--- src/rtl/hazard_pkg.sv ---
// Shared slot type and configuration helpers for the hazard scoreboard.
// Slot fields are sized for the widest supported build; narrower builds keep the upper bits at zero.
package hazard_pkg;
  localparam int MAX_AW = 8;
  localparam int MAX_CW = 4;
  localparam int FWD_RF = 0;

  typedef struct packed {
    logic              valid;
    logic [MAX_AW-1:0] dst;
    logic [MAX_CW-1:0] cnt;
  } slot_t;

  function automatic int cnt_width(input int load_lat);
    return $clog2(load_lat + 2);
  endfunction

  function automatic bit cfg_ok(input int aw, input int depth, input int load_lat, input int br_stage);
    return (aw >= 1) && (aw <= MAX_AW) && (depth >= 2) && (br_stage >= 1) &&
           (br_stage <= depth - 1) && (load_lat >= 0) && (cnt_width(load_lat) <= MAX_CW);
  endfunction
endpackage

--- src/rtl/scoreboard_match.sv ---
// Youngest-first priority matcher: reports the lowest-index valid slot in LO..DEPTH-1 whose
// destination equals src_i. Register 0 never matches.
module scoreboard_match
  import hazard_pkg::*;
#(
  parameter int AW    = 5,
  parameter int DEPTH = 3,
  parameter int LO    = 0,
  parameter int IW    = $clog2(DEPTH)
) (
  input  slot_t [DEPTH-1:0] slots_i,
  input  logic  [AW-1:0]    src_i,
  output logic              hit_o,
  output logic  [IW-1:0]    idx_o,
  output logic  [MAX_CW-1:0] cnt_o
);
  always_comb begin
    hit_o = 1'b0;
    idx_o = '0;
    cnt_o = '0;
    // Scan oldest to youngest so the youngest match overwrites.
    for (int k = DEPTH - 1; k >= LO; k--) begin
      if (slots_i[k].valid && (slots_i[k].dst == MAX_AW'(src_i)) && (src_i != '0)) begin
        hit_o = 1'b1;
        idx_o = IW'(k);
        cnt_o = slots_i[k].cnt;
      end
    end
  end
endmodule

--- src/rtl/hazard_scoreboard.sv ---
// Shift-register scoreboard of in-flight register writes; derives stall, bubble, flush and
// EX operand forward selects for an in-order pipeline.
module hazard_scoreboard
  import hazard_pkg::*;
#(
  parameter int AW       = 5,
  parameter int DEPTH    = 3,
  parameter int LOAD_LAT = 1,
  parameter int BR_STAGE = 1,
  parameter int RF_WT    = 1,
  parameter int FW       = $clog2(DEPTH)
) (
  input  logic          CLK,
  input  logic          RST,
  input  logic [AW-1:0] id_rs,
  input  logic [AW-1:0] id_rt,
  input  logic          id_use_rt,
  input  logic          id_regwrite,
  input  logic          id_memread,
  input  logic [AW-1:0] id_dst,
  input  logic          flush_i,
  output logic          pc_write,
  output logic          if_id_write,
  output logic          if_id_flush,
  output logic          ctrl_bubble,
  output logic [FW-1:0] fwd_a,
  output logic [FW-1:0] fwd_b,
  output logic [15:0]   stall_count
);
  if (!cfg_ok(AW, DEPTH, LOAD_LAT, BR_STAGE)) begin : g_bad_cfg
    $error("hazard_scoreboard: unsupported AW/DEPTH/LOAD_LAT/BR_STAGE combination");
  end

  slot_t [DEPTH-1:0] slot_q, slot_d;
  logic [AW-1:0]     ex_rs_q, ex_rs_d, ex_rt_q, ex_rt_d;
  logic              ex_use_rt_q, ex_use_rt_d;
  logic [15:0]       stall_count_q, stall_count_d;

  logic              id_a_hit, id_b_hit, ex_a_hit, ex_b_hit;
  logic [FW-1:0]     id_a_idx, id_b_idx, ex_a_idx, ex_b_idx;
  logic [MAX_CW-1:0] id_a_cnt, id_b_cnt, ex_a_cnt, ex_b_cnt;
  logic              haz_a, haz_b, stall, issue;

  scoreboard_match #(.AW(AW), .DEPTH(DEPTH), .LO(0), .IW(FW)) u_id_a (
    .slots_i(slot_q), .src_i(id_rs), .hit_o(id_a_hit), .idx_o(id_a_idx), .cnt_o(id_a_cnt));
  scoreboard_match #(.AW(AW), .DEPTH(DEPTH), .LO(0), .IW(FW)) u_id_b (
    .slots_i(slot_q), .src_i(id_rt), .hit_o(id_b_hit), .idx_o(id_b_idx), .cnt_o(id_b_cnt));
  // Slot 0 holds the EX instruction itself, so EX forwarding searches from slot 1.
  scoreboard_match #(.AW(AW), .DEPTH(DEPTH), .LO(1), .IW(FW)) u_ex_a (
    .slots_i(slot_q), .src_i(ex_rs_q), .hit_o(ex_a_hit), .idx_o(ex_a_idx), .cnt_o(ex_a_cnt));
  scoreboard_match #(.AW(AW), .DEPTH(DEPTH), .LO(1), .IW(FW)) u_ex_b (
    .slots_i(slot_q), .src_i(ex_rt_q), .hit_o(ex_b_hit), .idx_o(ex_b_idx), .cnt_o(ex_b_cnt));

  function automatic logic id_hazard(input logic hit, input logic [FW-1:0] idx,
                                     input logic [MAX_CW-1:0] cnt);
    return hit && ((cnt > MAX_CW'(1)) || ((RF_WT == 0) && (idx == FW'(DEPTH - 1))));
  endfunction

  assign haz_a = id_hazard(id_a_hit, id_a_idx, id_a_cnt);
  assign haz_b = id_use_rt && id_hazard(id_b_hit, id_b_idx, id_b_cnt);
  assign stall = (haz_a || haz_b) && !flush_i;
  assign issue = id_regwrite && (id_dst != '0) && !stall && !flush_i;

  assign pc_write    = !stall;
  assign if_id_write = !stall;
  assign ctrl_bubble = stall || flush_i;
  assign if_id_flush = flush_i;
  assign fwd_a       = (ex_a_hit && (ex_a_cnt == '0)) ? ex_a_idx : FW'(FWD_RF);
  assign fwd_b       = (ex_use_rt_q && ex_b_hit && (ex_b_cnt == '0)) ? ex_b_idx : FW'(FWD_RF);
  assign stall_count = stall_count_q;

  always_comb begin
    slot_d = '0;
    if (issue) begin
      slot_d[0].valid = 1'b1;
      slot_d[0].dst   = MAX_AW'(id_dst);
      slot_d[0].cnt   = id_memread ? MAX_CW'(LOAD_LAT + 1) : MAX_CW'(1);
    end
    for (int k = 1; k < DEPTH; k++) begin
      slot_d[k]     = slot_q[k-1];
      slot_d[k].cnt = (slot_q[k-1].cnt == '0) ? '0 : slot_q[k-1].cnt - MAX_CW'(1);
      // Entries younger than the resolving branch are wrong-path work.
      if (flush_i && (k - 1 < BR_STAGE)) slot_d[k].valid = 1'b0;
    end
  end

  // Any bubble entering EX (stall or flush) must not request forwarding.
  assign ex_rs_d       = ctrl_bubble ? '0 : id_rs;
  assign ex_rt_d       = ctrl_bubble ? '0 : id_rt;
  assign ex_use_rt_d   = ctrl_bubble ? 1'b0 : id_use_rt;
  assign stall_count_d = (stall && (stall_count_q != 16'hFFFF)) ? stall_count_q + 16'd1
                                                                 : stall_count_q;

  always_ff @(posedge CLK or negedge RST) begin
    if (!RST) begin
      slot_q        <= '0;
      ex_rs_q       <= '0;
      ex_rt_q       <= '0;
      ex_use_rt_q   <= 1'b0;
      stall_count_q <= '0;
    end else begin
      slot_q        <= slot_d;
      ex_rs_q       <= ex_rs_d;
      ex_rt_q       <= ex_rt_d;
      ex_use_rt_q   <= ex_use_rt_d;
      stall_count_q <= stall_count_d;
    end
  end

  a_ex_a_ready: assert property (@(posedge CLK) disable iff (!RST)
    !(ex_a_hit && (ex_a_cnt != '0)));
  a_ex_b_ready: assert property (@(posedge CLK) disable iff (!RST)
    !(ex_use_rt_q && ex_b_hit && (ex_b_cnt != '0)));
endmodule

--- config.mk ---
export PLATFORM = sky130hd
export DESIGN_NAME = hazard_scoreboard
export DESIGN_NICKNAME = d
export VERILOG_FILES = /design/src/rtl/hazard_pkg.sv /design/src/rtl/scoreboard_match.sv /design/src/rtl/hazard_scoreboard.sv
export SDC_FILE = /design/constraint.sdc
export NUM_CORES = 1
export LEC_CHECK = 0
export CAP_MARGIN = 20
export CORE_ASPECT_RATIO = 0.7
export CORE_UTILIZATION = 35
export CTS_BUF_LIST = sky130_fd_sc_hd__clkbuf_16
export DETAILED_ROUTE_END_ITERATION = 8
export GPL_TIMING_DRIVEN = 0
export PLACE_DENSITY = 0.64
export SETUP_SLACK_MARGIN = 0.4
export SLEW_MARGIN = 0
export SYNTH_ARGS = -nofsm -noshare
export SYNTH_HDL_FRONTEND = slang
export SYNTH_HIERARCHICAL = 1
export SYNTH_SLANG_ARGS = --single-unit
--- constraint.sdc ---
create_clock -name CLK -period 3.6 [get_ports CLK]
set_clock_uncertainty 0.2 [all_clocks]
set_input_delay 0.54 -clock CLK [delete_from_list [all_inputs] [get_ports CLK]]
set_output_delay 0.54 -clock CLK [all_outputs]
set_load 0.02 [all_outputs]
**Word-level counts from Yosys, hierarchy flattened**

Cells that the tools add are included.

- Input port bits: 21
- Word-level logic and storage cells: 107
- Bits in registers: 66
- Output and inout bits: 24

- Eq/ne operators: 11
- Order comparisons: 2
- Reduce and logical (&&, ||, !) cells: 44
- Multiplexer cells: 34
- $add $sub $neg: 3

Operator list:

| kind | number |
|---|---|
| $eq 8x5->1 | 10 |
| $mux 4 | 12 |
| $logic_and 1x1->1 | 31 |
| $reduce_bool 5->1 | 5 |
| $add 16x1->16 const B | 1 |
| $logic_not 4->1 | 4 |
| $ne 16x16->1 const B | 1 |
| $mux 2 | 7 |
| $mux 13 | 1 |
| $mux 1 | 12 |
| $mux 5 | 2 |
| $gt 4x1->1 const B | 2 |
| $sub 4x1->4 const B | 2 |
| $logic_not 1->1 | 2 |
| $logic_or 1x1->1 | 2 |

**Depth between registers and ports, before layout**

Gate-level depths: netlist of the first run.

- Depth in word-level cells: 15
- Depth in mapped cells: 12
- Mapped depth without buffers: 10

**Cells and area by module**

The synthesis of the first run kept the hierarchy.

Modules (own cells, without submodules):

| module | seq. area each (µm²) | cells an instance | area each (µm²) | times used |
|---|---|---|---|---|
| hazard_scoreboard | 1351.3 | 160 | 2037.0 | 1 |
| scoreboard_match at u_id_a ... | 0.0 | 52 | 375.4 | 2 |
| scoreboard_match at u_ex_a ... | 0.0 | 29 | 266.5 | 2 |

**Least setup slack after synthesis of the first run**

No wires, ideal clock.

- Path type: input to output
- Start point: input id_rt[0]
- End point: output ctrl_bubble
- Data arrival time: 2.420 ns
- Data required time: 2.860 ns
- Stages on the path: 10
- Slack: 0.440 ns
- Path through: xnor2_1 nand4_1 or3b_2 nand4_1 a22oi_1 nor3_1 o22ai_1 nor2_2 clkbuf_1 inv_1

- Word-level cells in the longest chain between the ends: 12
- Elaborated cells on any way between the ends: 22
- Those cells by class: 1 x order compare; 3 x eq/ne; 6 x mux; 12 x reduce/logical

RTL lines:

| item | RTL line | RTL |
|---|---|---|
| from (decl) | hazard_scoreboard.sv:16 | `input logic [AW-1:0] id_rt,` |
| $eq 8x5->1 | scoreboard_match.sv:23 | `if (slots_i[k].valid && (slots_i[k].dst == MAX_AW'(src_i)) && (src_i != '0)) begin` |
| $logic_and 1x1->1 (2 in series) | scoreboard_match.sv:23 |  |
| $mux 4 (2 in series) | scoreboard_match.sv:23 |  |
| $mux 4 * | scoreboard_match.sv:23 |  |
| named net id_b_cnt[3] | hazard_scoreboard.sv:41 | `logic [MAX_CW-1:0] id_a_cnt, id_b_cnt, ex_a_cnt, ex_b_cnt;` |
| $gt 4x1->1 * | hazard_scoreboard.sv:56 | `return hit && ((cnt > MAX_CW'(1)) \|\| ((RF_WT == 0) && (idx == FW'(DEPTH - 1))));` |
| $logic_and 1x1->1 * | hazard_scoreboard.sv:56 |  |
| $logic_and 1x1->1 * | hazard_scoreboard.sv:60 | `assign haz_b = id_use_rt && id_hazard(id_b_hit, id_b_idx, id_b_cnt);` |
| $logic_or 1x1->1 * | hazard_scoreboard.sv:61 | `assign stall = (haz_a \|\| haz_b) && !flush_i;` |
| $logic_and 1x1->1 * | hazard_scoreboard.sv:61 |  |
| $logic_or 1x1->1 * | hazard_scoreboard.sv:66 | `assign ctrl_bubble = stall \|\| flush_i;` |
| to (decl) | hazard_scoreboard.sv:25 | `output logic ctrl_bubble,` |

The timed path passes the listed nets; every way through them passes the cells marked *.

**Final worst setup path of the first run**

- Start point: register slot_q (netlist bit slot_d[38])
- End point: output fwd_b[1]

- Word-level cells in the longest chain between the ends: 6
- Elaborated cells on any way between the ends: 9
- Those cells by class: 4 x mux; 5 x reduce/logical

RTL lines:

| item | RTL line | RTL |
|---|---|---|
| from (decl) | hazard_scoreboard.sv:34 | `slot_t [DEPTH-1:0] slot_q, slot_d;` |
| from (signal assigned) | hazard_scoreboard.sv:102 | `slot_q <= slot_d;` |
| $logic_and 1x1->1 (2 in series) | scoreboard_match.sv:23 |  |
| $mux 4 | scoreboard_match.sv:23 |  |
| named net ex_b_cnt[1] | hazard_scoreboard.sv:41 |  |
| $logic_not 4->1 | hazard_scoreboard.sv:69 | `assign fwd_b = (ex_use_rt_q && ex_b_hit && (ex_b_cnt == '0)) ? ex_b_idx : FW'(FWD_RF);` |
| $logic_and 1x1->1 | hazard_scoreboard.sv:69 |  |
| $mux 2 | hazard_scoreboard.sv:69 |  |
| to (decl) | hazard_scoreboard.sv:27 | `output logic [FW-1:0] fwd_b,` |

The timed path passes the listed nets, and every way through them passes these cells.

==> reports/qor.txt, run 1 <==
CTS clk-pin slew, worst paths -> 70 ps
Tightest Pin Transition -> 688 ps
Routed Antenna Nets -> 0
Worst stage delay on the critical path -> 480 ps
Max-cap violations -> 0
Diode count -> 0
Initial antenna violation count -> 0
RSZ-0062 raised after global routing -> true
Crit path launch -> slot_d[38]
Worst R2R End -> stall_count[10]
Outcome -> finished, final reports clean
Startpoint Class -> register
Grt total ovfl -> 0
Die Y -> 82.5 um
Total global-route track usage -> 17.3%
Max_slew headroom -> 54.1%
Std-Cell Core Area -> 8720 um2
Port Buf Inserts -> 44
Full die area -> 9660 um2
Global-route wire length before repair -> 12300 um
Site row count -> 28
Cells after Synth -> 310
Placed cells -> 509
Pwr Density -> 294 nW/um2
Pwr Total -> 0.00129 W
Share of layout cells above drive strength 1 -> 25.7%
Reg2Reg Depth -> 13
Placed Area -> 3980 um2
Number of global-route vias before repair -> 2418
Fin area -> 4370 um2
TritonCTS Sinks -> 54
Crit path DAT -> 2690 ps
Leak pwr -> 1.82 nW
Pre-antenna DRT Iters -> 4
Fin. Hold Viols -> 0
Clk root buf -> clkbuf_16
Setup CP Type -> register to primary output
Area delta synth->final -> 34.8%
Final layout net count -> 435
CP cell instances -> or4b_4, nor4_4, mux2_4, nor4_2, and3_1, and2_1, buf_4
Fin cells -> 532
Clk_lat worst skew -> 300 ps
Post-Route WL -> 7900 um
Fin. max-slew vios -> 0
Synth Cell Area -> 3240 um2
Synth Area per Inst -> 10.5 um2
Setup TNS -> 0 ps
Place WS -> -1040 ps
IO Count -> 45
HPWL after DPL -> 5780 um
Reg2reg setup slack -> 530 ps
Critical path's slowest cell -> or4b_4
Remaining DRCs -> 0
Synthesis Warnings -> 6
H-tree Lvls -> 2
Cts bufs inserted -> 5
Worst-case clock buffer depth -> 2
Fin crit share -> 95.4%
RePlAce Congestion -> 0.831
Final min period -> 3430 ps
Routed length per instance -> 14.9 um
DR vias -> 2633
VDD IR max -> 0.170 mV
Worst r2r src -> slot_d[33]
Post-DR vias/cell -> 4.95
Worst min-delay path class -> primary input to async pin
Pin count of the biggest net entering global routing -> 30
Initial core utilization -> 37.2%
Critical Path End Type -> primary output
Initial DRC count -> 106
CP required -> 2860 ps
CTS tree -> done
Fmax -> 0.291 GHz
# setup viols final -> 0
Setup ws final -> 165 ps
Die Wd -> 117 um
Worst-path maximum fanout -> 5
[critical path, delay by kind of cell, from the launching register on]
family	cells	cell delay (ps)
flops	1	400
simple gates	5	1510
buf+inv	1	130
mux	1	350
[final cells by class]
| type | instances | area (um2) |
|---|---|---|
| Buffer | 8 | 73.8 |
| Sequential cell | 54 | 1360 |
| Multi-Input combinational cell | 270 | 2090 |
| Inverter | 12 | 45.0 |
| Fill cell | 787 | 4350 |
| Clock buffer | 5 | 125 |
| Timing Repair Buffer | 60 | 522 |
| Tap cell | 120 | 150 |
| Clock inverter | 3 | 11.3 |
[report_power, final]
group,leakage (nW),internal [W],switching (W),total [W]
registers,0.713,0.000626,0.0000297,0.000656
clock network,0.0663,0.000251,0.000216,0.000467
logic,1.04,0.0000775,0.0000846,0.000162
total,1.82,0.000955,0.000330,0.00129
[layer usage]
| metal | wire length (um) | vias up | track usage (%) | share of wire, % |
|---|---|---|---|---|
| li1 | - | 1269 | - | - |
| met1 | 3820 | 1287 | 24.6 | 48 |
| met2 | 3610 | 63 | 25.7 | 46 |
| met3 | 336 | 14 | 4.23 | 4.3 |
| met4 | 141 | 0 | 5.70 | 1.8 |
| met5 | 0 | - | 0 | 0 |
[cell usage in the layout (no fill, tap or decap), types with 3 or more instances in the layout]
cell type	count
a21oi_1	3
a22oi_2	5
a31oi_1	5
and2_1	16
and2b_2	3
and3_1	8
buf_2	12
buf_4	20
buf_6	7
clkbuf_16	5
clkdlybuf4s50_1	26
clkinv_1	3
conb_1	35
dfrtp_1	48
dfrtp_2	6
ha_1	3
inv_1	11
mux2_2	3
mux2_4	6
nand2_1	17
nand3_1	7
nand4_1	21
nor2_1	12
nor2_4	3
nor3_1	6
nor3_4	3
nor4_2	3
nor4_4	3
nor4b_1	12
or2_2	3
or4b_4	4
xnor2_1	46
xnor2_2	4
xor2_1	15
[per-stage QoR]
step                hold WS (ps)  utilization, %
CTS                          106            48.5
finish                      81.6            50.1
detailed placement           215            45.6
floorplan                   44.4               -
global route                 144            50.1
global placement             220            45.4
[worst max path at each step]
| stage | slack, ps | depth (start not counted) | to |
|---|---|---|---|
| finish | 170 | 7 | fwd_b[1] |
| global route | 60 | 7 | fwd_b[0] |
| CTS | 200 | 8 | fwd_b[1] |
| detailed placement | -1040 | 12 | ctrl_bubble |
| global placement | -1010 | 12 | ctrl_bubble |
| floorplan | 470 | 10 | ctrl_bubble |
[flip-flops by register name, summed over array words and instances (netlist names)]
name,flops
ex_rs_q,5
stall_count,16
ex_rt_q,5
slot_q,16
ex_use_rt_q,1
slot_d,11
[repair_timing]
item,in CTS,in global routing
resized for setup,101,24
hold endpoints to repair,0,0
setup buffers,7,8
setup endpoints to repair,32,16
pin swaps,31,17
hold buffers,0,0
(Power assumes the default switching activity.)
==> inputs of run 2 (changes only) <==
Settings changed: CTS_CLUSTER_SIZE set to 20, PLACE_DENSITY 0.64 to not set.
==> run 2 against run 1 <==
Net effect:
- die area stayed put
- clock power hardly changed
- sequential share of layout area is 0.79 points lower
- non-clock buffer count is 15 higher
- register-to-register slack worse by 60 ps
- wire length is 1.4% higher
- first-iteration DRC count is 1.9% higher
- count of clock-buffer cells in the layout stayed put
- fmax is 2.7% higher
- highest routed layer unchanged
- largest power group unchanged
- critical path depth is 3 higher
- setup slack better by 91 ps
- core utilization is 1.3 points higher
==> reports/qor.txt, run 2 (synthesis results as in run 1) <==
Outcome -> finished, final reports clean
Tightest Pin Transition -> 627 ps
Post-Route WL -> 8020 um
Worst-path maximum fanout -> 4
Die Wd -> 117 um
VDD IR max -> 0.176 mV
Routed Antenna Nets -> 0
Share of layout cells above drive strength 1 -> 27.9%
Pre-antenna DRT Iters -> 4
Startpoint Class -> register
Port Buf Inserts -> 44
CTS tree -> done
Setup CP Type -> register to primary output
Crit path DAT -> 2600 ps
Final layout net count -> 450
Clk_lat worst skew -> 290 ps
Placed Area -> 3980 um2
RSZ-0062 raised after global routing -> true
Critical Path End Type -> primary output
Worst-case clock buffer depth -> 2
Diode count -> 0
Global-route wire length before repair -> 12700 um
Internal power -> 0.000962 W
Post-DR vias/cell -> 4.81
Max-cap violations -> 0
Switch share -> 25.1%
Final min period -> 3340 ps
Number of global-route vias before repair -> 2464
Fin area -> 4490 um2
Register share of total power -> 51.0%
Gate power share -> 12.9%
Pin count of the biggest net entering global routing -> 30
Fin. Hold Viols -> 0
Initial core utilization -> 37.2%
Total global-route track usage -> 17.7%
CP required -> 2860 ps
Net Switching -> 0.000323 W
Die Y -> 82.5 um
Grt total ovfl -> 0
RePlAce Congestion -> 0.810
Max_slew headroom -> 58.2%
Std-Cell Core Area -> 8720 um2
Cts bufs inserted -> 5
Fillers -> 772
Routed length per instance -> 14.7 um
H-tree Lvls -> 2
CTS clk-pin slew, worst paths -> 70 ps
Site row count -> 28
TritonCTS Sinks -> 54
Remaining DRCs -> 0
Most frequent cells in the layout -> xnor2_1 (48), dfrtp_1 (48), conb_1 (35)
Fin crit share -> 92.9%
Worst path bufs/invs -> 3
Full die area -> 9660 um2
Initial DRC count -> 108
Critical Path Most Common Cell -> buf_4
HPWL after DPL -> 5750 um
Critical path's slowest cell -> or4_4
DR vias -> 2632
Fin. max-slew vios -> 0
# setup viols final -> 0
Initial antenna violation count -> 0
Fmax -> 0.299 GHz
Leak pwr -> 1.90 nW
CP cell instances -> or4_4, nor2_4, buf_4, buf_4, nor4b_1, mux2_2, nor4_4, and3_1, and2_4, buf_6
Worst min-delay path class -> primary input to async pin
Area delta synth->final -> 38.3%
Worst stage delay on the critical path -> 560 ps
Clk root buf -> clkbuf_16
Pwr Total -> 0.00129 W
Pwr Density -> 286 nW/um2
Power share of the clock group -> 36.1%
IO Count -> 45
Largest delay contributor family on the critical path -> simple AND/OR/NAND/NOR gates
## run 2: changes by cell type in the layout (fill, tap and decap cells not counted), moves of 3 or more
cell / change
buf_6: +5
a22oi_2: -3
a22oi_1: +3
buf_4: +9
## run 2: per-layer routing
| metal | up-vias | GRT usage, % | part of all wire [%] |
|---|---|---|---|
| met3 | 6 | 2.70 | 2.8 |
| li1 | 1296 | - | - |
| met2 | 48 | 27.0 | 45 |
| met5 | - | 0 | 0 |
| met1 | 1282 | 26.0 | 51 |
| met4 | 0 | 4.68 | 1.2 |
## run 2: worst paths after layout
path | start | to | slack, ps | cells past startpoint
setup / recovery | ex_rt_q[3] | fwd_b[1] | 260 | 10
hold / removal | RST | stall_count[0] | 70 | 1
setup reg to reg | slot_d[20] | stall_count[10] | 470 | 15
hold reg to reg | slot_q[0] | slot_q[13] | 230 | 1
max in group asynchronous | RST | ex_rs_q[0] | 2560 | 2
min in group CLK | slot_q[0] | slot_q[13] | 230 | 1
## run 2: cell type report
class	instances	area, um2	share of cell area (%)
buffer	8	76.3	1.70
clock buffer	5	125	2.79
clock inverter	3	16.3	0.363
inverter	12	45.0	1.00
multi-input combinational	270	2060	46.0
sequential	54	1360	30.3
tap	120	150	3.35
timing repair buffer	75	653	14.6
## run 2: stage by stage
step | std cells | worst slack, ps | hold WS [ps] | setup TNS (ps) | utilization, %
2_1_floorplan | 344 | 475 | 44.4 | 0 | -
3_3_place_gp | 508 | -1010 | 218 | -3800 | 45.4
3_5_place_dp | 509 | -1110 | 223 | -5160 | 45.6
4_1_cts | 539 | 257 | 81.4 | 0 | 50.2
5_1_grt | 547 | 119 | 102 | 0 | 51.4
6_report | 547 | 256 | 65.9 | 0 | 51.4
## run 2: power groups by stage
stage	sequential [W]	clock, W	combinational (W)
floorplan	0.000656	0	0.0000848
global placement	0.000666	0	0.000142
detailed placement	0.000666	0	0.000147
CTS	0.000655	0.000474	0.000161
global route	0.000658	0.000497	0.000182
finish	0.000655	0.000464	0.000166
## run 2: what timing repair did
action                                  in CTS  in global routing
gates resized for setup                    107                 17
endpoints found under the setup margin      38                 19
hold buffers                                 0                  0
gates cloned                                 0                  1
setup buffers                               22                  7
pin swaps                                   36                 20
